`config.mk`:
```
export PLATFORM = sky130hd
export DESIGN_NAME = bird_column
export DESIGN_NICKNAME = d
export VERILOG_FILES = /design/src/rtl/bird_pkg.sv /design/src/rtl/tick_divider.sv /design/src/rtl/bird_column.sv
export SDC_FILE = /design/constraint.sdc
export NUM_CORES = 1
export LEC_CHECK = 0
export ABC_AREA = 1
export BUFFER_PORTS_ARGS = -buffer_cell sky130_fd_sc_hd__buf_2
export CELL_PAD_IN_SITES_DETAIL_PLACEMENT = 0
export CELL_PAD_IN_SITES_GLOBAL_PLACEMENT = 2
export CORE_MARGIN = 3
export CORE_UTILIZATION = 29
export CTS_BUF_LIST = sky130_fd_sc_hd__clkbuf_16
export DETAILED_ROUTE_END_ITERATION = 8
export GPL_TIMING_DRIVEN = 0
export MAX_ROUTING_LAYER = met4
export PLACE_DENSITY = 0.82
export SLEW_MARGIN = 0
export SYNTH_ARGS = -nofsm -noshare
export SYNTH_HDL_FRONTEND = slang
export SYNTH_SLANG_ARGS = --single-unit
```
`constraint.sdc`:
```
create_clock -name clk -period 2.5 [get_ports clk]
set_clock_uncertainty 0.1 [all_clocks]
set_input_delay 0.5 -clock clk [delete_from_list [all_inputs] [get_ports clk]]
set_output_delay 0.5 -clock clk [all_outputs]
set_load 0.005 [all_outputs]
```
`src/rtl/bird_pkg.sv`:
```
// Shared types and the bird row decode used by bird_column and the LED matrix driver.
package bird_pkg;

  typedef enum logic [1:0] {
    B_IDLE = 2'd0,
    B_FLY  = 2'd1,
    B_DEAD = 2'd2
  } bird_state_e;

  localparam int unsigned MASK_W = 64;

  // Bit i set when a bird `height` rows tall with its bottom at `pos` covers row i.
  function automatic logic [MASK_W-1:0] bird_mask(input int unsigned pos,
                                                  input int unsigned height);
    logic [MASK_W-1:0] one;
    one = MASK_W'(1);
    return ((one << height) - one) << pos;
  endfunction

endpackage

```
`src/rtl/tick_divider.sv`:
```
// Free-running divider: tick is high for one clock every 2^WIDTH enabled clocks.
module tick_divider #(
  parameter int WIDTH = 8
) (
  input  logic clk,
  input  logic reset,
  input  logic clear,
  input  logic en,
  output logic tick
);

  logic [WIDTH-1:0] r_cnt;

  always_ff @(posedge clk or negedge reset) begin
    if (!reset) begin
      r_cnt <= '0;
    end else if (clear) begin
      r_cnt <= '0;
    end else if (en) begin
      r_cnt <= r_cnt + WIDTH'(1);
    end
  end

  assign tick = en && (r_cnt == {WIDTH{1'b1}});

endmodule

```
`src/rtl/bird_column.sv`:
```
// Bird sprite controller for one LED column: gravity, tap-to-climb, floor/wall crash.
// Handshake: none; tap is a single-cycle pulse, restart a synchronous pulse, startGame a level.
module bird_column
  import bird_pkg::*;
#(
  parameter int ROWS      = 8,
  parameter int BIRD_H    = 2,
  parameter int START_ROW = 3,
  parameter int JUMP      = 1,
  parameter int TICK_W    = 8,
  localparam int PW       = (ROWS > 1) ? $clog2(ROWS) : 1
) (
  input  logic            clk,
  input  logic            reset,
  input  logic            startGame,
  input  logic            restart,
  input  logic            tap,
  input  logic [ROWS-1:0] wall,
  output logic [ROWS-1:0] rows,
  output logic [PW-1:0]   pos,
  output logic            alive,
  output logic            crash,
  output bird_state_e     dbg_state
);

  localparam int MAX_POS = ROWS - BIRD_H;

  bird_state_e r_state, w_state_n;
  logic [PW-1:0] r_pos, w_pos_n;
  logic          r_tap_pend, w_tap_pend_n;
  logic          r_alive, r_crash, w_crash_n;
  logic          w_clear, w_en, w_tick;
  logic [ROWS-1:0] w_rows;
  logic          w_hit, w_tap_any;
  logic [PW:0]   w_up;

  tick_divider #(.WIDTH(TICK_W)) u_tick (
    .clk   (clk),
    .reset (reset),
    .clear (w_clear),
    .en    (w_en),
    .tick  (w_tick)
  );

  assign w_rows    = ROWS'(bird_mask(32'(r_pos), 32'(BIRD_H)));
  assign w_hit     = |(w_rows & wall);
  assign w_tap_any = r_tap_pend | tap;
  assign w_en      = (r_state == B_FLY);
  // One bit wider so the climb can be clamped at the ceiling without wrapping.
  assign w_up      = {1'b0, r_pos} + (PW+1)'(JUMP);

  always_comb begin
    w_state_n    = r_state;
    w_pos_n      = r_pos;
    w_tap_pend_n = r_tap_pend;
    w_crash_n    = 1'b0;
    w_clear      = 1'b0;
    if (restart) begin
      w_state_n    = B_IDLE;
      w_pos_n      = PW'(START_ROW);
      w_tap_pend_n = 1'b0;
      w_clear      = 1'b1;
    end else begin
      case (r_state)
        B_IDLE: begin
          w_pos_n      = PW'(START_ROW);
          w_tap_pend_n = 1'b0;
          w_clear      = 1'b1;
          if (startGame) w_state_n = B_FLY;
        end
        B_FLY: begin
          // A wall hit freezes the bird even if a tick would have moved it.
          if (w_hit) begin
            w_state_n = B_DEAD;
            w_crash_n = 1'b1;
          end else if (w_tick) begin
            w_tap_pend_n = 1'b0;
            if (w_tap_any) begin
              w_pos_n = (w_up > (PW+1)'(MAX_POS)) ? PW'(MAX_POS) : w_up[PW-1:0];
            end else if (r_pos != '0) begin
              w_pos_n = r_pos - PW'(1);
            end else begin
              w_state_n = B_DEAD;
              w_crash_n = 1'b1;
            end
          end else if (tap) begin
            w_tap_pend_n = 1'b1;
          end
        end
        B_DEAD: ;
        default: w_state_n = B_IDLE;
      endcase
    end
  end

  always_ff @(posedge clk or negedge reset) begin
    if (!reset) begin
      r_state    <= B_IDLE;
      r_pos      <= PW'(START_ROW);
      r_tap_pend <= 1'b0;
      r_alive    <= 1'b0;
      r_crash    <= 1'b0;
    end else begin
      r_state    <= w_state_n;
      r_pos      <= w_pos_n;
      r_tap_pend <= w_tap_pend_n;
      r_alive    <= (w_state_n == B_FLY);
      r_crash    <= w_crash_n;
    end
  end

  assign rows      = w_rows;
  assign pos       = r_pos;
  assign alive     = r_alive;
  assign crash     = r_crash;
  assign dbg_state = r_state;

endmodule
```
==> results of run 1 <==
power by group through the flow:
| stage | sequential, W | clock, W | combinational (W) |
|---|---|---|---|
| global placement | 0.000363 | 0 | 0.000549 |
| finish | 0.000359 | 0.000307 | 0.000549 |
| CTS | 0.000361 | 0.000315 | 0.000558 |
| detailed placement | 0.000364 | 0 | 0.000555 |
| floorplan | 0.000355 | 0 | 0.000368 |
| global route | 0.000369 | 0.000328 | 0.000633 |
layer usage:
layer  routed length, um  part of all wire, %
met1                1360                   52
met2                1140                   44
met3                  91                  3.5
met4                   9                 0.35
met5                   0                    0
how the worst max path moves through the flow:
| stage | startpoint | to | slack [ns] | depth (start not counted) |
|---|---|---|---|---|
| finish | pos[1] | rows[2] | 0.21 | 5 |
| global route | pos[1] | rows[2] | 0.1 | 5 |
| CTS | pos[1] | rows[2] | 0.20 | 5 |
| detailed placement | pos[1] | rows[2] | 0.47 | 5 |
| global placement | pos[1] | pos[2] | 0.47 | 10 |
| floorplan | pos[1] | pos[2] | 0.68 | 10 |
logic make-up after synthesis:
group           synth area share, %
simple gates                   39.7
compound gates                 8.73
flops                          35.6
buf+inv                        8.18
fa+ha+maj                      5.52
xor+xnor                       2.32
Yosys cell counts (all sizes together):
| cell type | count |
|---|---|
| ha | 5 |
| o22ai | 2 |
| dfrtp | 14 |
| buf | 1 |
| xnor2 | 1 |
| a22o | 1 |
| nand4 | 3 |
| nor2 | 26 |
| nand2 | 40 |
| xor2 | 2 |
| nor4 | 1 |
| inv | 22 |
| nand3 | 15 |
| nor3b | 1 |
| nand3b | 2 |
| dfstp | 2 |
| a21oi | 3 |
| o21ai | 10 |
state kept, by name, indices dropped and copies added, names as in the netlist:
| signal | flops |
|---|---|
| u_tick.r_cnt | 8 |
| pos | 3 |
| dbg_state | 2 |
| alive | 1 |
| crash | 1 |
| r_tap_pend | 1 |
worst register-to-register path, delay by kind of cell, from the launching register on:
kind	cells	cell delay, ns
flip-flops	1	0.62
AND/OR/NAND/NOR	8	0.66
buffers and inverters	1	0.14
adder cells (fa/ha/maj)	1	0.37
per-stage QoR:
stage,setup WS (ns),total power (W),std cells
after global placement,0.468,0.000912,226
final,0.212,0.00122,230
after CTS,0.203,0.00123,230
after floorplan,0.678,0.000723,151
after global routing,0.0964,0.00133,230
after detailed placement,0.466,0.000919,226
layout make-up:
type,count,area share [%]
Buffer,1,0.534
Clock buffer,3,5.34
Clock inverter,1,0.267
Inverter,22,6.05
Multi-Input combinational cell,112,45.3
Sequential cell,16,28.6
Tap cell,48,4.27
Timing Repair Buffer,27,9.61
==> qor.yml, run 1 <==
status:
  status: "finished clean"
detailed_routing:
  antenna_left: 0
  drtIter0Drc: 42
  vias: 1037
  drtPass1Iterations: 4
  drt_wl_total_um: 2610
  wire_per_inst_um: 11.3
  viasPerCell: 4.51
  drc_errors: 0
grt:
  antenna_found_initial: 0
  grt.overflow.total: 0
  busiest_layer: "met2"
  grt_pass1_wl_um: 4310
  grt_use_total_pct: 12.5
  use_met1_pct: 17.8
  grtUsageMet2_pct: 18.7
  grt_pass1_vias: 935
  grt_max_degree: 17
  grt_use_met3_pct: 1.48
critical_path:
  crit_path_end_kind: "primary output"
  required_ns: 1.90
  arrival_ns: 1.69
  path_max_fanout: 9
  worst_path_max_delay_cell: "dfstp_2"
  slowest_delay_ns: 0.62
  r2r-end: "pos[2]"
  r2r_slack_ns: 0.48
  startpoint_type: "flip-flop"
  crit_chain: "inv_1 > ha_1 > inv_1 > nor2_1 > buf_2"
  critPathBufInv: 3
  cp_top_family: "flip-flops"
  r2r-start: "pos[1]"
  crit_top_cell: "inv_1"
  rr_worst_depth: 10
  critPathKind: "reg2out"
yosys:
  avgSynthCellArea_sq_um: 7.50
  syn_nets: 169
  synth_top_area_share_pct: 30.9
  synth_cells: 151
  yosysTopAreaCell: "dfrtp_1"
  ys_seq_elements: 16
  yosysSeqAreaShare_pct: 35.6
  synth_cell_types: 29
  ys_warn_count: 0
  synth_top_cells_by_area: "dfrtp_1 31%, nand2_1 12%, nor2_1 6.6%"
  netlist_area_sq_um: 1130
flow_run:
  maxCapViolCount: 0
clocking:
  h-tree-depth: 1
  ctsHoldBuffers: 0
  cts_root_buffer: "clkbuf_16"
  path_clk_slew_ns: 0.05
  post_cts_resized: 0
  post_cts_buffers: 0
  cts_tree: "yes"
  clock_latency_ns: 0.24
  clock-sinks: 16
  cts_buffers: 3
  cts_buffer_depth: 2
cells_and_area:
  fin_util_pct: 37.8
  synthToLayoutAreaGrowth_pct: 24.2
  fillers: 380
  multi_input_area_sq_um: 637
  final_common_cell: "nand2_1"
  regArea_sq_um: 403
  layout-drive-gt1-share_pct: 28.0
  num_antenna_cells: 0
  most-common-layout-cells: "37 x nand2_1, 27 x buf_2, 20 x nor2_1"
  nets: 201
  final_area_sq_um: 1410
sta:
  final_max_slew_viol_count: 0
  relSlewSlack_pct: 74.8
  setup_tns_ns: 0
  finalCritPeriodShare_pct: 91.5
  finalHoldViolations: 0
  worst_pin_slew_ns: 0.379
  fmax_ghz: 0.437
  rsz0062_at_grt: "no"
  finalSetupViolCount: 0
  fin_crit_ns: 2.29
  hold_slack_ns: 0.0710
power_and_ir_drop:
  power_frac_seq_pct: 29.6
  p_comb_share_pct: 45.2
  p_int_w: 0.000733
  p_per_area_nw_per_um2: 864
  vdd_drop_max_v: 0.000438
  p_clk_share_pct: 25.2
  power.switching_w: 0.000482
  cellLeakagePower_nw: 0.753
  p_sw_share_pct: 39.6
place:
  port_buffers: 27
  dpl.hpwl_um: 2070
  place_area_sq_um: 1330
  routabilityCongestion: 0.751
floorplanning:
  io_pins: 28
  die_area_sq_um: 4690
  initial_core_util_pct: 30.5
  die_y_um: 68.5
  rows: 22
  fp.dieW_um: 68.5
  core-area_sq_um: 3720
min_path:
  holdCritPathClass: "in2async"
Note: power is estimated with default switching activity, not from simulation.
==> run 2, diff against run 1 <==
--- a/config.mk
+++ b/config.mk
@@ -7,5 +7,5 @@
 export LEC_CHECK = 0
 export ABC_AREA = 1
-export BUFFER_PORTS_ARGS = -buffer_cell sky130_fd_sc_hd__buf_2
+export BUFFER_PORTS_ARGS = -buffer_cell sky130_fd_sc_hd__clkbuf_2
 export CELL_PAD_IN_SITES_DETAIL_PLACEMENT = 0
 export CELL_PAD_IN_SITES_GLOBAL_PLACEMENT = 2
==> constraint.sdc (replaced) <==
create_clock -name clk -period 2.5 [get_ports clk]
set_clock_uncertainty 0.1 [all_clocks]
set_input_delay 0.125 -clock clk [delete_from_list [all_inputs] [get_ports clk]]
set_output_delay 0.125 -clock clk [all_outputs]
set_load 0.005 [all_outputs]
==> run 2 against run 1 <==
  * Clock power grew 2%
  * Highest routed layer unchanged
  * Design area grew 0.71%
  * First-iteration DRC count shrank 9.5%
  * Routed wire length grew 5.8%
  * Largest cell class unchanged
  * Sequential cell count is the same
  * Sequential power is essentially flat
  * Register-to-register slack is essentially flat
  * Die area is the same
==> qor.yml, run 2 (synthesis results as in run 1) <==
sta:
  fin_crit_ns: 2.02  # -0.269 ns
  finalCritPeriodShare_pct: 80.8  # -11 points
  relSlewSlack_pct: 71.6  # -3.2 points
  finalSetupViolCount: 0  # unchanged
  finalHoldViolations: 0  # unchanged
  worst_pin_slew_ns: 0.427  # +0.0480 ns
  rsz0062_at_grt: "no"
  setup_tns_ns: 0  # unchanged
  fmax_ghz: 0.495  # +13%
  final_max_slew_viol_count: 0  # unchanged
critical_path:
  critPathKind: "reg2reg"
  worst_path_max_delay_cell: "dfstp_2"
  arrival_ns: 2.05  # +0.36 ns
  startpoint_type: "flip-flop"
  slowest_delay_ns: 0.63  # about the same
  crit_chain: "inv_1 > ha_1 > nand3_1 > nand2_1 > nor2_2 > nand2_2 > nand2_4 > nand3_4 > nand2_1 > nand2_1"
  path_max_fanout: 9  # unchanged
  crit_path_end_kind: "flip-flop"
  crit_top_cell: "nand2_1"
  cp_top_family: "simple AND/OR/NAND/NOR gates"
  required_ns: 2.54  # +0.64 ns
  critPathBufInv: 1  # -2
clocking:
  h-tree-depth: 1  # unchanged
  post_cts_resized: 0  # unchanged
  clock-sinks: 16  # unchanged
  post_cts_buffers: 0  # unchanged
  cts_root_buffer: "clkbuf_16"
  path_clk_slew_ns: 0.05  # about the same
  ctsHoldBuffers: 1  # +1
  clock_latency_ns: 0.25  # about the same
  cts_buffer_depth: 2  # unchanged
  cts_tree: "yes"
  cts_buffers: 3  # unchanged
grt:
  grt_pass1_wl_um: 4530  # +5.1%
  grt.overflow.total: 0  # unchanged
  grt_use_total_pct: 13.4  # +0.96 points
  antenna_found_initial: 0  # unchanged
  grt_max_degree: 17  # unchanged
  grt_pass1_vias: 969  # +3.6%
detailed_routing:
  viasPerCell: 4.68  # +3.9%
  wire_per_inst_um: 11.9  # +5.3%
  antenna_left: 0  # unchanged
  drtIter0Drc: 38  # -9.5%
  vias: 1082  # +4.3%
  drtPass1Iterations: 4  # unchanged
  drc_errors: 0  # unchanged
  drt_wl_total_um: 2760  # +5.8%
place:
  port_buffers: 27  # unchanged
  dpl.hpwl_um: 2140  # +3.1%
  place_area_sq_um: 1330  # unchanged
  dp.cells: 226  # unchanged
  routabilityCongestion: 0.765  # +1.9%
power_and_ir_drop:
  cellLeakagePower_nw: 0.755  # +0.31%
  vdd_drop_max_v: 0.000444  # +1.4%
  p_per_area_nw_per_um2: 866  # +0.18%
floorplanning:
  io_pins: 28  # unchanged
  initial_core_util_pct: 30.5  # unchanged
  core-area_sq_um: 3720  # unchanged
  rows: 22  # unchanged
  die_area_sq_um: 4690  # unchanged
  die_y_um: 68.5  # unchanged
  fp.dieW_um: 68.5  # unchanged
cells_and_area:
  num_antenna_cells: 0  # unchanged
  largest_reg_flops: 8  # unchanged
  synthToLayoutAreaGrowth_pct: 25.1
  final_area_sq_um: 1420  # +0.71%
  finalNonFillerCells: 231  # +0.43%
  nets: 202  # +0.50%
  final_common_cell: "nand2_1"
  layout-drive-gt1-share_pct: 27.9  # -0.15 points
  most-common-layout-cells: "37 x nand2_1, 27 x clkbuf_2, 20 x nor2_1"
  largest_register: "u_tick.r_cnt"
flow_run:
  maxCapViolCount: 0  # unchanged
status:
  status: "finished clean"
min_path:
  holdCritPathClass: "in2reg"
[run 2: per-stage QoR]
step / hold slack, ns / utilization (%) / setup WS, ns / total power (W)
2_1_floorplan: -0.271 / - / 0.678 / 0.000723
3_3_place_gp: -0.0260 / 35.7 / 0.465 / 0.000915
3_5_place_dp: -0.0215 / 35.7 / 0.490 / 0.000917
4_1_cts: 0.0619 / 38.1 / 0.477 / 0.00124
5_1_grt: 0.0798 / 38.1 / 0.305 / 0.00135
6_report: 0.0686 / 38.1 / 0.481 / 0.00123
[run 2: power by group]
| group | switching [W] | total [W] | internal (W) | leakage (nW) |
|---|---|---|---|---|
| logic | 0.000341 | 0.000552 | 0.000211 | 0.503 |
| clock network | 0.000102 | 0.000314 | 0.000212 | 0.0385 |
| registers | 0.0000501 | 0.000360 | 0.000310 | 0.213 |
[run 2: worst min-delay path, stage by stage]
cell and delay [ns]:
clkbuf_2 0.07, nand3b_1 0.09, o21ai_0 0.09
[run 2: path summary, 6_finish.rpt]
kind	from	endpoint	slack [ns]	cells after the start
max reg2reg	pos[1]	pos[2]	0.48	10
min	startGame	alive	0.07	3
min in group asynchronous	reset	u_tick.r_cnt[5]	0.25	2
max in group asynchronous	reset	pos[1]	1.72	2
min reg2reg	r_tap_pend	r_tap_pend	0.38	2
max	pos[1]	pos[2]	0.48	10
[run 2: area by class of cell]
type | instances | area (sq um)
fill | 402 | 2300
multi-input combinational | 112 | 637
sequential | 16 | 403
timing repair buffer | 28 | 145
inverter | 22 | 85.1
clock buffer | 3 | 75.1
tap | 48 | 60.1
buffer | 1 | 7.51
clock inverter | 1 | 3.75
[run 2: layer usage]
metal | routed length (um) | GRT usage [%] | share of wire, % | vias up
li1 | - | - | - | 545
met1 | 1390 | 18.9 | 50 | 502
met2 | 1220 | 19.2 | 44 | 30
met3 | 118 | 2.46 | 4.3 | 5
met4 | 31 | 4.47 | 1.1 | 0
met5 | 0 | - | 0 | -
==> run 3, diff against run 2 <==
Clock period 2.5 ns to 2 ns, I/O delays scaled along.
==> run 3 against run 2 <==
  * Die area stayed put
  * Total power up 29%
  * Worst setup slack worse by 0.29 ns
  * Sequential power rose by 19%
  * Clock power rose by 25%
  * Register-to-register slack got worse by 0.29 ns
  * Sequential cell count unchanged
  * Core utilization rose by 0.54 points
  * Cell count rose by 0.43%
  * Via count is 0.55% higher
  * Routed wire length up 0.54%
  * Global-route usage increased by 0.11 points
==> qor.yml, run 3 (synthesis results as in run 1) <==
power_and_ir_drop:
  cellLeakagePower_nw: 0.758  # +0.38%
  p_per_area_nw_per_um2: 1100  # +27%
  vdd_drop_max_v: 0.000552  # +24%
  power_w: 0.00158  # +29%
sta:
  rsz0062_at_grt: "no"
  worst_pin_slew_ns: 0.437  # +0.0102 ns
  hold_slack_ns: 0.0443  # -0.0242 ns
  finalSetupViolCount: 0  # unchanged
  fmax_ghz: 0.552  # +11%
  finalHoldViolations: 0  # unchanged
  finalCritPeriodShare_pct: 90.6  # +9.9 points
  final_max_slew_viol_count: 0  # unchanged
  fin_crit_ns: 1.81  # -0.206 ns
  setup_tns_ns: 0  # unchanged
  relSlewSlack_pct: 70.9  # -0.68 points
critical_path:
  slowest_delay_ns: 0.57  # -0.06 ns
  arrival_ns: 1.85  # -0.20 ns
  required_ns: 2.04  # -0.50 ns
  startpoint_type: "flip-flop"
  critPathKind: "reg2reg"
  critPathBufInv: 1  # unchanged
  crit_chain: "inv_1 > ha_4 > nand3_1 > nand2_1 > nor2_2 > nand2_2 > nand2_4 > nand3_4 > nand2_1 > nand2_1"
  worst_path_max_delay_cell: "dfstp_2"
  path_max_fanout: 6  # -3
  crit_top_cell: "nand2_1"
  crit_path_end_kind: "flip-flop"
  cp_top_family: "simple AND/OR/NAND/NOR gates"
detailed_routing:
  wire_per_inst_um: 11.9  # +0.11%
  drtPass1Iterations: 4  # unchanged
  antenna_left: 0  # unchanged
  drt_wl_total_um: 2770  # +0.54%
  vias: 1088  # +0.55%
  viasPerCell: 4.69  # +0.12%
  drtIter0Drc: 39  # +2.6%
  drc_errors: 0  # unchanged
floorplanning:
  fp.dieW_um: 68.5  # unchanged
  rows: 22  # unchanged
  die_area_sq_um: 4690  # unchanged
  die_y_um: 68.5  # unchanged
  io_pins: 28  # unchanged
  core-area_sq_um: 3720  # unchanged
  initial_core_util_pct: 30.5  # unchanged
clocking:
  clock-sinks: 16  # unchanged
  clock_latency_ns: 0.24  # about the same
  h-tree-depth: 1  # unchanged
  cts_buffer_depth: 2  # unchanged
  cts_buffers: 3  # unchanged
  cts_root_buffer: "clkbuf_16"
  cts_tree: "yes"
  path_clk_slew_ns: 0.05  # about the same
cells_and_area:
  nets: 203  # +0.50%
  final_common_cell: "nand2_1"
  largest_reg_flops: 8  # unchanged
  regArea_sq_um: 403  # unchanged
  most-common-layout-cells: "37 x nand2_1, 27 x clkbuf_2, 20 x nor2_1"
  finalNonFillerCells: 232  # +0.43%
  multi_input_area_sq_um: 649  # +2.0%
  num_antenna_cells: 0  # unchanged
  fillers: 401  # -0.25%
  largest_register: "u_tick.r_cnt"
  fin_util_pct: 38.7  # +0.54 points
  layout-drive-gt1-share_pct: 28.8  # +0.94 points
  synthToLayoutAreaGrowth_pct: 26.9
grt:
  grt_pass1_wl_um: 4560  # +0.75%
  grt_pass1_vias: 974  # +0.52%
  antenna_found_initial: 0  # unchanged
  grt_max_degree: 17  # unchanged
  grt.overflow.total: 0  # unchanged
  grt_use_total_pct: 13.5  # +0.11 points
status:
  status: "finished clean"
place:
  dp.cells: 226  # unchanged
  port_buffers: 27  # unchanged
  routabilityCongestion: 0.765  # unchanged
  dpl.hpwl_um: 2140  # unchanged
flow_run:
  maxCapViolCount: 0  # unchanged
min_path:
  holdCritPathClass: "in2reg"
[run 3: per-stage QoR]
step	setup WS, ns	instance area, sq um
finish	0.187	1440
global route	0.0306	1440
CTS	0.0760	1420
detailed placement	-0.00972	1330
global placement	-0.0353	1330
floorplan	0.178	1130
[run 3: worst register-to-register path, stage by stage, from the launching register on]
cell and delay (ns):
dfstp_2 0.57, inv_1 0.11, ha_4 0.28, nand3_1 0.08, nand2_1 0.06, nor2_2 0.15
nand2_2 0.08, nand2_4 0.10, nand3_4 0.08, nand2_1 0.06, nand2_1 0.05
[run 3: what timing repair did]
item	4_1_cts	5_1_grt
pin swaps	0	0
hold endpoints to repair	14	0
hold buffers	1	0
setup endpoints to repair	2	8
setup buffers	1	0
gates resized for setup	0	1
gates cloned	0	0
[run 3: final cells by class]
type | count | area share, %
Buffer | 1 | 0.523
Clock buffer | 3 | 5.23
Timing Repair Buffer | 29 | 10.6
Sequential cell | 16 | 28.0
Clock inverter | 1 | 0.261
Inverter | 22 | 5.92
Multi-Input combinational cell | 112 | 45.2
Tap cell | 48 | 4.18
[run 3: where the power goes]
group	internal [W]	switching [W]	total (W)
Combinational	0.000300	0.000457	0.000757
Clock	0.000265	0.000126	0.000392
Sequential	0.000386	0.0000419	0.000428
[run 3: metal layers]
| layer | share of wire, % | GRT usage, % |
|---|---|---|
| met1 | 49 | 19.0 |
| met4 | 1.1 | 4.47 |
| met5 | 0 | - |
| met2 | 44 | 19.4 |
| met3 | 5.8 | 2.46 |
[run 3: path summary, 6_finish.rpt]
| check | from | endpoint | slack (ns) | depth (start not counted) |
|---|---|---|---|---|
| setup / recovery | pos[0] | pos[2] | 0.19 | 10 |
| hold / removal | startGame | alive | 0.04 | 3 |
| setup reg to reg | pos[0] | pos[2] | 0.19 | 10 |
| hold reg to reg | r_tap_pend | r_tap_pend | 0.38 | 2 |
| max in group asynchronous | reset | pos[1] | 1.24 | 2 |
| min in group asynchronous | reset | r_tap_pend | 0.22 | 2 |
